File: src/rtl/cam_pkg.sv
// Shared encodings for the CAM write-side controller: ops, response status, FSM states.
// Latency: n/a (declarations only).
// Backpressure: n/a.
package cam_pkg;

  localparam logic OP_INSERT = 1'b0;
  localparam logic OP_DELETE = 1'b1;

  localparam logic [1:0] ST_OK       = 2'd0;
  localparam logic [1:0] ST_DUP      = 2'd1;
  localparam logic [1:0] ST_FULL     = 2'd2;
  localparam logic [1:0] ST_NOTFOUND = 2'd3;

  typedef enum logic [1:0] {
    IDLE   = 2'd0,
    SCAN   = 2'd1,
    COMMIT = 2'd2,
    RESP   = 2'd3
  } state_t;

endpackage

File: src/rtl/cam_shadow_mem.sv
// Shadow copy of CAM keys plus valid vector; async read, sync write, bulk valid clear.
// Latency: read is combinational, write lands on the next rising edge.
// Backpressure: none; the owner sequences all accesses.
module cam_shadow_mem
  import cam_pkg::*;
#(
  parameter int data_width = 8,
  parameter int addr_width = 4,
  parameter int ram_depth  = 1 << addr_width
) (
  input  logic                  clk,
  input  logic                  rst_n,
  input  logic                  clr_all,
  input  logic [addr_width-1:0] rd_addr,
  output logic [data_width-1:0] rd_key,
  output logic                  rd_valid,
  input  logic                  wr_en,
  input  logic [addr_width-1:0] wr_addr,
  input  logic [data_width-1:0] wr_key,
  input  logic                  wr_valid
);

  logic [data_width-1:0] key_mem [ram_depth];
  logic [ram_depth-1:0]  valid_q;

  assign rd_key   = key_mem[rd_addr];
  assign rd_valid = valid_q[rd_addr];

  // Key storage is never reset; a slot's key only matters while its valid bit is set.
  always_ff @(posedge clk) begin
    if (wr_en) begin
      key_mem[wr_addr] <= wr_key;
    end
  end

  // Valid vector: cleared by reset or bulk clear, otherwise follows the write port.
  always_ff @(posedge clk or negedge rst_n) begin
    if (!rst_n) begin
      valid_q <= '0;
    end else if (clr_all) begin
      valid_q <= '0;
    end else if (wr_en) begin
      valid_q[wr_addr] <= wr_valid;
    end
  end

endmodule

File: src/rtl/cam_update_ctrl.sv
// CAM write-side controller: insert/delete with duplicate check, lowest-free allocation, entry count.
// Latency: accept, then one scan cycle per entry up to the decision, optional commit cycle, one response cycle.
// Backpressure: req_ready only in IDLE with clr low; one request in flight, responses are never stalled.
module cam_update_ctrl
  import cam_pkg::*;
#(
  parameter int data_width = 8,
  parameter int addr_width = 4,
  parameter int ram_depth  = 1 << addr_width
) (
  input  logic                  clk,
  input  logic                  rst_n,
  input  logic                  clr,
  input  logic                  req_valid,
  output logic                  req_ready,
  input  logic                  req_op,
  input  logic [data_width-1:0] req_key,
  output logic                  rsp_valid,
  output logic [1:0]            rsp_status,
  output logic [addr_width-1:0] rsp_addr,
  output logic                  wr_en,
  output logic [addr_width-1:0] wr_addr,
  output logic [data_width-1:0] wr_data,
  output logic                  wr_valid,
  output logic [addr_width:0]   entry_count
);

  state_t                state_q, state_d;
  logic                  op_q, op_d;
  logic [data_width-1:0] key_q, key_d;
  logic [addr_width-1:0] idx_q, idx_d;
  logic                  free_vld_q, free_vld_d;
  logic [addr_width-1:0] free_idx_q, free_idx_d;
  logic [addr_width-1:0] addr_q, addr_d;
  logic [1:0]            status_q, status_d;
  logic [addr_width:0]   count_q, count_d;

  logic                  mem_clr;
  logic [data_width-1:0] rd_key;
  logic                  rd_valid;
  logic                  hit;
  logic                  slot_free;
  logic                  last;

  cam_shadow_mem #(
    .data_width (data_width),
    .addr_width (addr_width),
    .ram_depth  (ram_depth)
  ) u_mem (
    .clk      (clk),
    .rst_n    (rst_n),
    .clr_all  (mem_clr),
    .rd_addr  (idx_q),
    .rd_key   (rd_key),
    .rd_valid (rd_valid),
    .wr_en    (wr_en),
    .wr_addr  (wr_addr),
    .wr_key   (wr_data),
    .wr_valid (wr_valid)
  );

  assign entry_count = count_q;

  // Next-state, datapath updates and all strobes/data outputs, decoded from the current state.
  always_comb begin
    state_d    = state_q;
    op_d       = op_q;
    key_d      = key_q;
    idx_d      = idx_q;
    free_vld_d = free_vld_q;
    free_idx_d = free_idx_q;
    addr_d     = addr_q;
    status_d   = status_q;
    count_d    = count_q;
    mem_clr    = 1'b0;
    req_ready  = 1'b0;
    wr_en      = 1'b0;
    wr_addr    = '0;
    wr_data    = '0;
    wr_valid   = 1'b0;
    rsp_valid  = 1'b0;
    rsp_status = '0;
    rsp_addr   = '0;

    hit       = rd_valid && (rd_key == key_q);
    slot_free = !rd_valid;
    last      = (idx_q == addr_width'(ram_depth - 1));

    case (state_q)
      IDLE: begin
        // rst_n gating keeps ready low while reset is held, since the FSM already sits in IDLE.
        req_ready = rst_n && !clr;
        if (clr) begin
          mem_clr = 1'b1;
          count_d = '0;
        end else if (req_valid) begin
          op_d       = req_op;
          key_d      = req_key;
          idx_d      = '0;
          free_vld_d = 1'b0;
          state_d    = SCAN;
        end
      end

      SCAN: begin
        // First invalid slot seen is the lowest free one.
        if (slot_free && !free_vld_q) begin
          free_vld_d = 1'b1;
          free_idx_d = idx_q;
        end
        if (hit) begin
          addr_d = idx_q;
          if (op_q == OP_INSERT) begin
            status_d = ST_DUP;
            state_d  = RESP;
          end else begin
            state_d = COMMIT;
          end
        end else if (last) begin
          if (op_q == OP_INSERT) begin
            // The last slot itself may be the only free one, so look at it directly too.
            if (free_vld_q || slot_free) begin
              addr_d  = free_vld_q ? free_idx_q : idx_q;
              state_d = COMMIT;
            end else begin
              status_d = ST_FULL;
              addr_d   = '0;
              state_d  = RESP;
            end
          end else begin
            status_d = ST_NOTFOUND;
            addr_d   = '0;
            state_d  = RESP;
          end
        end else begin
          idx_d = idx_q + 1'b1;
        end
      end

      COMMIT: begin
        wr_en    = 1'b1;
        wr_addr  = addr_q;
        wr_data  = key_q;
        wr_valid = (op_q == OP_INSERT);
        status_d = ST_OK;
        count_d  = (op_q == OP_INSERT) ? count_q + 1'b1 : count_q - 1'b1;
        state_d  = RESP;
      end

      RESP: begin
        rsp_valid  = 1'b1;
        rsp_status = status_q;
        rsp_addr   = addr_q;
        state_d    = IDLE;
      end

      default: state_d = IDLE;
    endcase
  end

  // State and datapath registers; reset drops any in-flight request and its write.
  always_ff @(posedge clk or negedge rst_n) begin
    if (!rst_n) begin
      state_q    <= IDLE;
      op_q       <= OP_INSERT;
      key_q      <= '0;
      idx_q      <= '0;
      free_vld_q <= 1'b0;
      free_idx_q <= '0;
      addr_q     <= '0;
      status_q   <= ST_OK;
      count_q    <= '0;
    end else begin
      state_q    <= state_d;
      op_q       <= op_d;
      key_q      <= key_d;
      idx_q      <= idx_d;
      free_vld_q <= free_vld_d;
      free_idx_q <= free_idx_d;
      addr_q     <= addr_d;
      status_q   <= status_d;
      count_q    <= count_d;
    end
  end

endmodule

File: config.mk
export PLATFORM = sky130hd
export DESIGN_NAME = cam_update_ctrl
export DESIGN_NICKNAME = d
export VERILOG_FILES = /design/src/rtl/cam_pkg.sv /design/src/rtl/cam_shadow_mem.sv /design/src/rtl/cam_update_ctrl.sv
export SDC_FILE = /design/constraint.sdc
export NUM_CORES = 1
export LEC_CHECK = 0
export CAP_MARGIN = 40
export CORE_MARGIN = 2
export CORE_UTILIZATION = 30
export CTS_CLUSTER_DIAMETER = 120
export DETAILED_ROUTE_END_ITERATION = 8
export PLACE_DENSITY = 0.44
export SKIP_LAST_GASP = 1
export SYNTH_ARGS = -nofsm -noshare
export SYNTH_HDL_FRONTEND = slang
export SYNTH_SLANG_ARGS = --single-unit
export TNS_END_PERCENT = 10
File: constraint.sdc
create_clock -name clk -period 4.25 [get_ports clk]
set_clock_uncertainty 0.15 [all_clocks]
set_input_delay 0.425 -clock clk [delete_from_list [all_inputs] [get_ports clk]]
set_output_delay 0.425 -clock clk [all_outputs]
set_load 0.005 [all_outputs]
==> run metrics, run 1 <==
Total GRT Usage=0.154; CP Capture Type=register; Power per Cell Area=about 640 mW/mm2; initial antenna violation count=0; cell-internal power=3.95 mW; Routed Antenna Nets=0; sequential group share of total power=0.391; clk sinks=175; IO Port Bufs=39; fin crit period=approximately 3.7 ns; failing checks=hold timing; HPWL after detailed placement=around 13000 um; largest area contributor in the netlist=edfxtp_1; Setup Fix Bufs, Post-CTS=0; Clock Latency Late Sink=around 0.43 ns; initial core utilization=0.303; Yosys reg bits=roughly 180; most common cell after layout, fill and taps aside=edfxtp_1; share of layout cells above drive strength 1=0.209; yosys warns=0; Die H=approximately 170 um; final slew viol count=0; Avg Inst Size Synth=~15 um2; maximum vdd ir drop=between 0.2 and 0.3 mV; cell count after synthesis=a little over 500; Post-Syn Area=0.00782 mm2; Slew HR=0.395; std cell rows=between 50 and 60; share of the synthesized area in the top cell type=0.492; Slew @ Worst Pin=approximately 0.9 ns; Crit path required time=~4.4 ns; vias per inst=roughly 5; async set-or-reset flop fraction in the synthesized netlist=0.269; Final period util=0.867; drt initial violations=around 340; P_leak=between 3 and 4 nW; MaxCap Viol Count=0; crit path kind=reg2reg; Critical Path AT=3.87 ns; number of global-route vias before repair=around 4.8k; H-Tree Depth=4; status=finished, violations left; GR Overflow Total=0; combinational share of power=0.338; Net Switching=roughly 2.0 mW; largest net degree at the start of global routing=48; hold_ws=-0.00369 ns; Post-Route Setup TNS=0 ns; Via Count=approximately 4.6k; nets=between 500 and 600; CP max FO=22; Core ar.=0.0258 mm2; DRC viols=0; area occupied by multi-input gates=~0.0026 mm2; Unique masters post-synth=between 50 and 60; syn_nets=530; clk root buf=clkbuf_16; Longest Clk Path Bufs=2; die width=between 150 and 200 um; Placer Congestion=between 0.7 and 0.8; # IOs=40; post-cts hold buffer count=0; Worst Slack Setup Final=about 0.57 ns; unrepaired setup endpoints after global routing=false; fmax=between 0.2 and 0.3 GHz; Worst Setup Start Kind=register; pre-CTS setup slack=just over 0.5 ns; sw frac=0.339; prevailing post-synth register cell=edfxtp_1; number of synthesized flops with an enable pin=~130; sequential element share of the synthesized area=0.642; Clock power frac=0.271; Final Hold Fails=4; commonest non-fill, non-tap cells in the layout=edfxtp_1, dfrtp_1, clkdlybuf4s50_1; CTS resizes=0; CTS tree=done; Ant. Diodes=0; first-pass GRT wire length=approximately 30000 um; Wirelength per Cell=roughly 22 um; Hold WC Path Type=in2async; Fillers=2452; Post-Route WL=about 20000 um; top post-synthesis cells by area=edfxtp_1, dfrtp_1, mux4_2; CTS buffer count=17; Placed Cells=slightly below 900; Post-Layout Cell Count=920; clock transition at the registers of the reported paths=0.07 ns; total die area=0.0274 mm2; first-pass detailed-route iteration total=4; Area Growth Syn to Fin=19.9%; register area=0.00502 mm2; final setup vio count=0
[path summary, 6_finish.rpt]
kind | from | endpoint | slack, ns | cells after the start
max | idx_q[0] | status_q[1] | 0.57 | 10
min | rst_n | state_q[0] | -0.004 | 2
max reg2reg | idx_q[0] | status_q[1] | 0.57 | 10
min reg2reg | free_idx_q[3] | free_idx_q[3] | 0.35 | 2
max in group asynchronous | rst_n | idx_q[0] | 3.47 | 2
min in group clk | free_idx_q[3] | free_idx_q[3] | 0.35 | 2
[cell type report]
class / count / share of cell area
Clock buffer: 17 / 0.0454
Clock inverter: 15 / 0.0207
Inverter: 10 / 0.00400
Multi-Input combinational cell: 296 / 0.281
Sequential cell: 175 / 0.536
Tap cell: 335 / 0.0447
Timing Repair Buffer: 72 / 0.0689
[state kept, by name (all words and copies together), names as in the netlist]
name and flops:
addr_q 4, entry_count 5, free_idx_q 4, free_vld_q 1, idx_q 4, key_q 8, op_q 1, state_q 2
status_q 2, u_mem.key_mem 128, u_mem.valid_q 16
[synth_stat cells (6+ instances only)]
cell type and count:
a21oi_1 16, a32o_1 6, and2_1 19, clkbuf_1 18, dfrtp_1 47, edfxtp_1 128
ha_1 8, inv_1 9, mux2_2 18, mux2i_1 29, mux4_1 6, mux4_2 26
nand2_1 32, nor2_1 28, nor3_1 8, o21ai_0 20, xnor2_1 6
[logic make-up after synthesis]
group	after synthesis	synth area share
buf+inv	37	0.0230
simple gates	120	0.0783
flops	175	0.642
mux	79	0.158
xor+xnor	11	0.0123
fa+ha+maj	9	0.0154
compound gates	77	0.0707
[per-layer routing]
layer  global-route usage  part of all wire  up-vias
met3               0.0290             0.043       12
met4               0.0341             0.011        0
met2                0.248              0.48       99
li1                     -                 -     2093
met5                    0                 0        -
met1                0.217              0.47     2434
[worst max-delay path, cell delays in order (launching register included)]
cell,delay (ns)
dfrtp_2,0.74
buf_12,0.28
mux4_1,0.55
or2_2,0.29
and4b_1,0.20
o31ai_1,0.40
nor3_2,0.08
nand3b_2,0.18
buf_4,0.21
mux2_2,0.35
o22ai_1,0.16
[power by group through the flow]
stage                     Clock [mW]  Sequential (mW)  Combinational, mW
after floorplan                    0             2.25               1.47
after global placement             0             2.37               2.02
after detailed placement           0             2.38               2.04
after CTS                       1.67             2.34               2.05
after global routing            1.73             2.37               2.22
final                           1.62             2.34               2.02
[per-stage QoR]
stage / power (mW) / instance area, um2 / utilization / hold slack [ns]
CTS: 6.06 / 9380 / 0.363 / 0.0226
floorplan: 3.72 / 7820 / - / -0.0206
finish: 5.98 / 9380 / 0.363 / -0.00369
detailed placement: 4.42 / 8760 / 0.339 / 0.325
global route: 6.33 / 9380 / 0.363 / 0.0336
global placement: 4.39 / 8750 / 0.339 / 0.323
(Power assumes the default switching activity.)
==> run 2: changes to the inputs <==
--- a/config.mk
+++ b/config.mk
@@ -10,7 +10,9 @@
 export CORE_UTILIZATION = 30
 export CTS_CLUSTER_DIAMETER = 120
 export DETAILED_ROUTE_END_ITERATION = 8
+export HOLD_SLACK_MARGIN = 0.03
 export PLACE_DENSITY = 0.44
+export REMOVE_ABC_BUFFERS = 1
 export SKIP_LAST_GASP = 1
 export SYNTH_ARGS = -nofsm -noshare
 export SYNTH_HDL_FRONTEND = slang
==> run metrics, run 2 (synthesized netlist as in run 1, its figures left out) <==
status=finished clean; Slew @ Worst Pin=around 0.7 ns; Crit path required time=around 4.5 ns; final slew viol count=0; largest net degree at the start of global routing=between 40 and 50; fin crit period=between 3 and 4 ns; CTS tree=done; drt initial violations=350; HPWL after detailed placement=13300 um; Final period util=0.854; total die area=approximately 0.027 mm2; Slew HR=0.545; initial core utilization=0.303; Reg with most FFs=u_mem.key_mem; Die H=roughly 170 um; CTS resizes=0; Post-DP Area=between 0.008 and 0.009 mm2; final setup vio count=0; Top Registers=u_mem.key_mem: 128 flops, u_mem.valid_q: 16 flops, key_q: 8 flops; Worst Path Buf+Inv=2; Ant. Diodes=0; nets=around 600; # IOs=40; Reg2Reg Launch Point=idx_q[0]; Via Count=between 4k and 5k; crit-path cells=buf_12 > mux4_1 > mux2i_1 > mux2_2 > o31ai_1 > nor3_2 > nand3b_2 > buf_4 > mux2_2 > o22ai_1; crit path kind=reg2reg; R2R Path End=status_q[1]; Power per Cell Area=635 mW/mm2; maximum vdd ir drop=approximately 0.20 mV; r2r setup slk=between 0.6 and 0.7 ns; number of global-route vias before repair=between 4k and 5k; Final Hold Fails=0; Post-Route Setup TNS=0 ns; worst hold endpoint=free_idx_q[2]; Area Growth Syn to Fin=19.5%; Crit path max-delay family=multiplexers; IO Port Bufs=39; Worst R2R Path Depth=10; initial antenna violation count=0; Longest Clk Path Bufs=2; Crit-path slowest cell=mux4_1; Post-Layout Cell Count=around 900; CP Capture Type=register; Non-Filler Cell Area, Final=0.00935 mm2; share of layout cells above drive strength 1=0.204; first-pass GRT wire length=30400 um; WHS Path Cells=2; Wirelength per Cell=about 22 um; MaxCap Viol Count=0; Fillers=approximately 2.5k; CTS buffer count=17; Post-Route WL=20100 um; fmax=0.275 GHz; Placer Congestion=between 0.7 and 0.8; cell mode on critical path=mux2_2; Clock Latency Late Sink=around 0.43 ns; Total GRT Usage=0.156; unrepaired setup endpoints after global routing=false; H-Tree Depth=4; first-pass detailed-route iteration total=5; most common cell after layout, fill and taps aside=edfxtp_1; max reg flops=approximately 130; die width=~170 um; vias per inst=~5.0; slowest stage delay, CP=about 0.59 ns; GR Overflow Total=0; commonest non-fill, non-tap cells in the layout=edfxtp_1, dfrtp_1, clkdlybuf4s50_1; Util after Layout=0.362; Routed Antenna Nets=0; clk root buf=clkbuf_16; hold path start=free_idx_q[2]; std cell rows=59; clk sinks=around 180; DRC viols=0; Hold WC Path Type=reg2reg; clock transition at the registers of the reported paths=0.07 ns; Worst Setup Start Kind=register; Core ar.=approximately 0.026 mm2; CP max FO=29; Placed Cells=just under 900; P_leak=3.43 nW; Critical Path AT=~3.8 ns
[run 2: area by class of cell]
class                           instances  area, um2  share of cell area
Sequential cell                       175       5020               0.537
Multi-Input combinational cell        296       2620               0.281
Timing Repair Buffer                   74        683              0.0731
Clock buffer                           17        425              0.0455
Tap cell                              335        419              0.0449
Clock inverter                         15        136              0.0146
Inverter                               10       37.5             0.00402
[run 2: what timing repair did]
action	4_1_cts	5_1_grt
hold buffers	1	0
endpoints found under the hold margin	38	0
buffers inserted	0	0
[run 2: metal layers]
metal,up-vias,wire [um],global-route usage
met1,2422,9820,0.223
li1,2105,-,-
met4,0,193,0.0451
met2,72,9630,0.247
met5,-,0,0
met3,15,481,0.0225
[run 2: worst max path at each step]
stage	slack (ns)	from	cells after the start	endpoint
finish	0.62	idx_q[0]	10	status_q[1]
global route	0.40	idx_q[0]	10	status_q[1]
CTS	0.61	idx_q[0]	10	status_q[1]
detailed placement	0.64	idx_q[0]	10	status_q[1]
global placement	0.63	idx_q[0]	10	status_q[1]
floorplan	-0.18	idx_q[0]	7	addr_q[0]
[run 2: worst reg2reg max path, cell delays in order, from the launching register on]
cell	delay (ns)
dfrtp_2	0.57
buf_12	0.28
mux4_1	0.62
mux2i_1	0.23
mux2_2	0.37
o31ai_1	0.32
nor3_2	0.08
nand3b_2	0.19
buf_4	0.23
mux2_2	0.35
o22ai_1	0.17
[run 2: report_power, final]
group | switching, mW | internal, mW
clock network | 0.732 | 0.781
logic | 1.14 | 0.959
registers | 0.209 | 2.12
[run 2: stage by stage]
| step | total power, mW | setup WS (ns) | hold slack [ns] |
|---|---|---|---|
| final | 5.93 | 0.620 | 0.338 |
| after global routing | 6.27 | 0.405 | 0.365 |
| after CTS | 6.01 | 0.606 | 0.340 |
| after detailed placement | 4.48 | 0.645 | 0.325 |
| after global placement | 4.44 | 0.632 | 0.316 |
| after floorplan | 3.65 | -0.183 | -0.0206 |
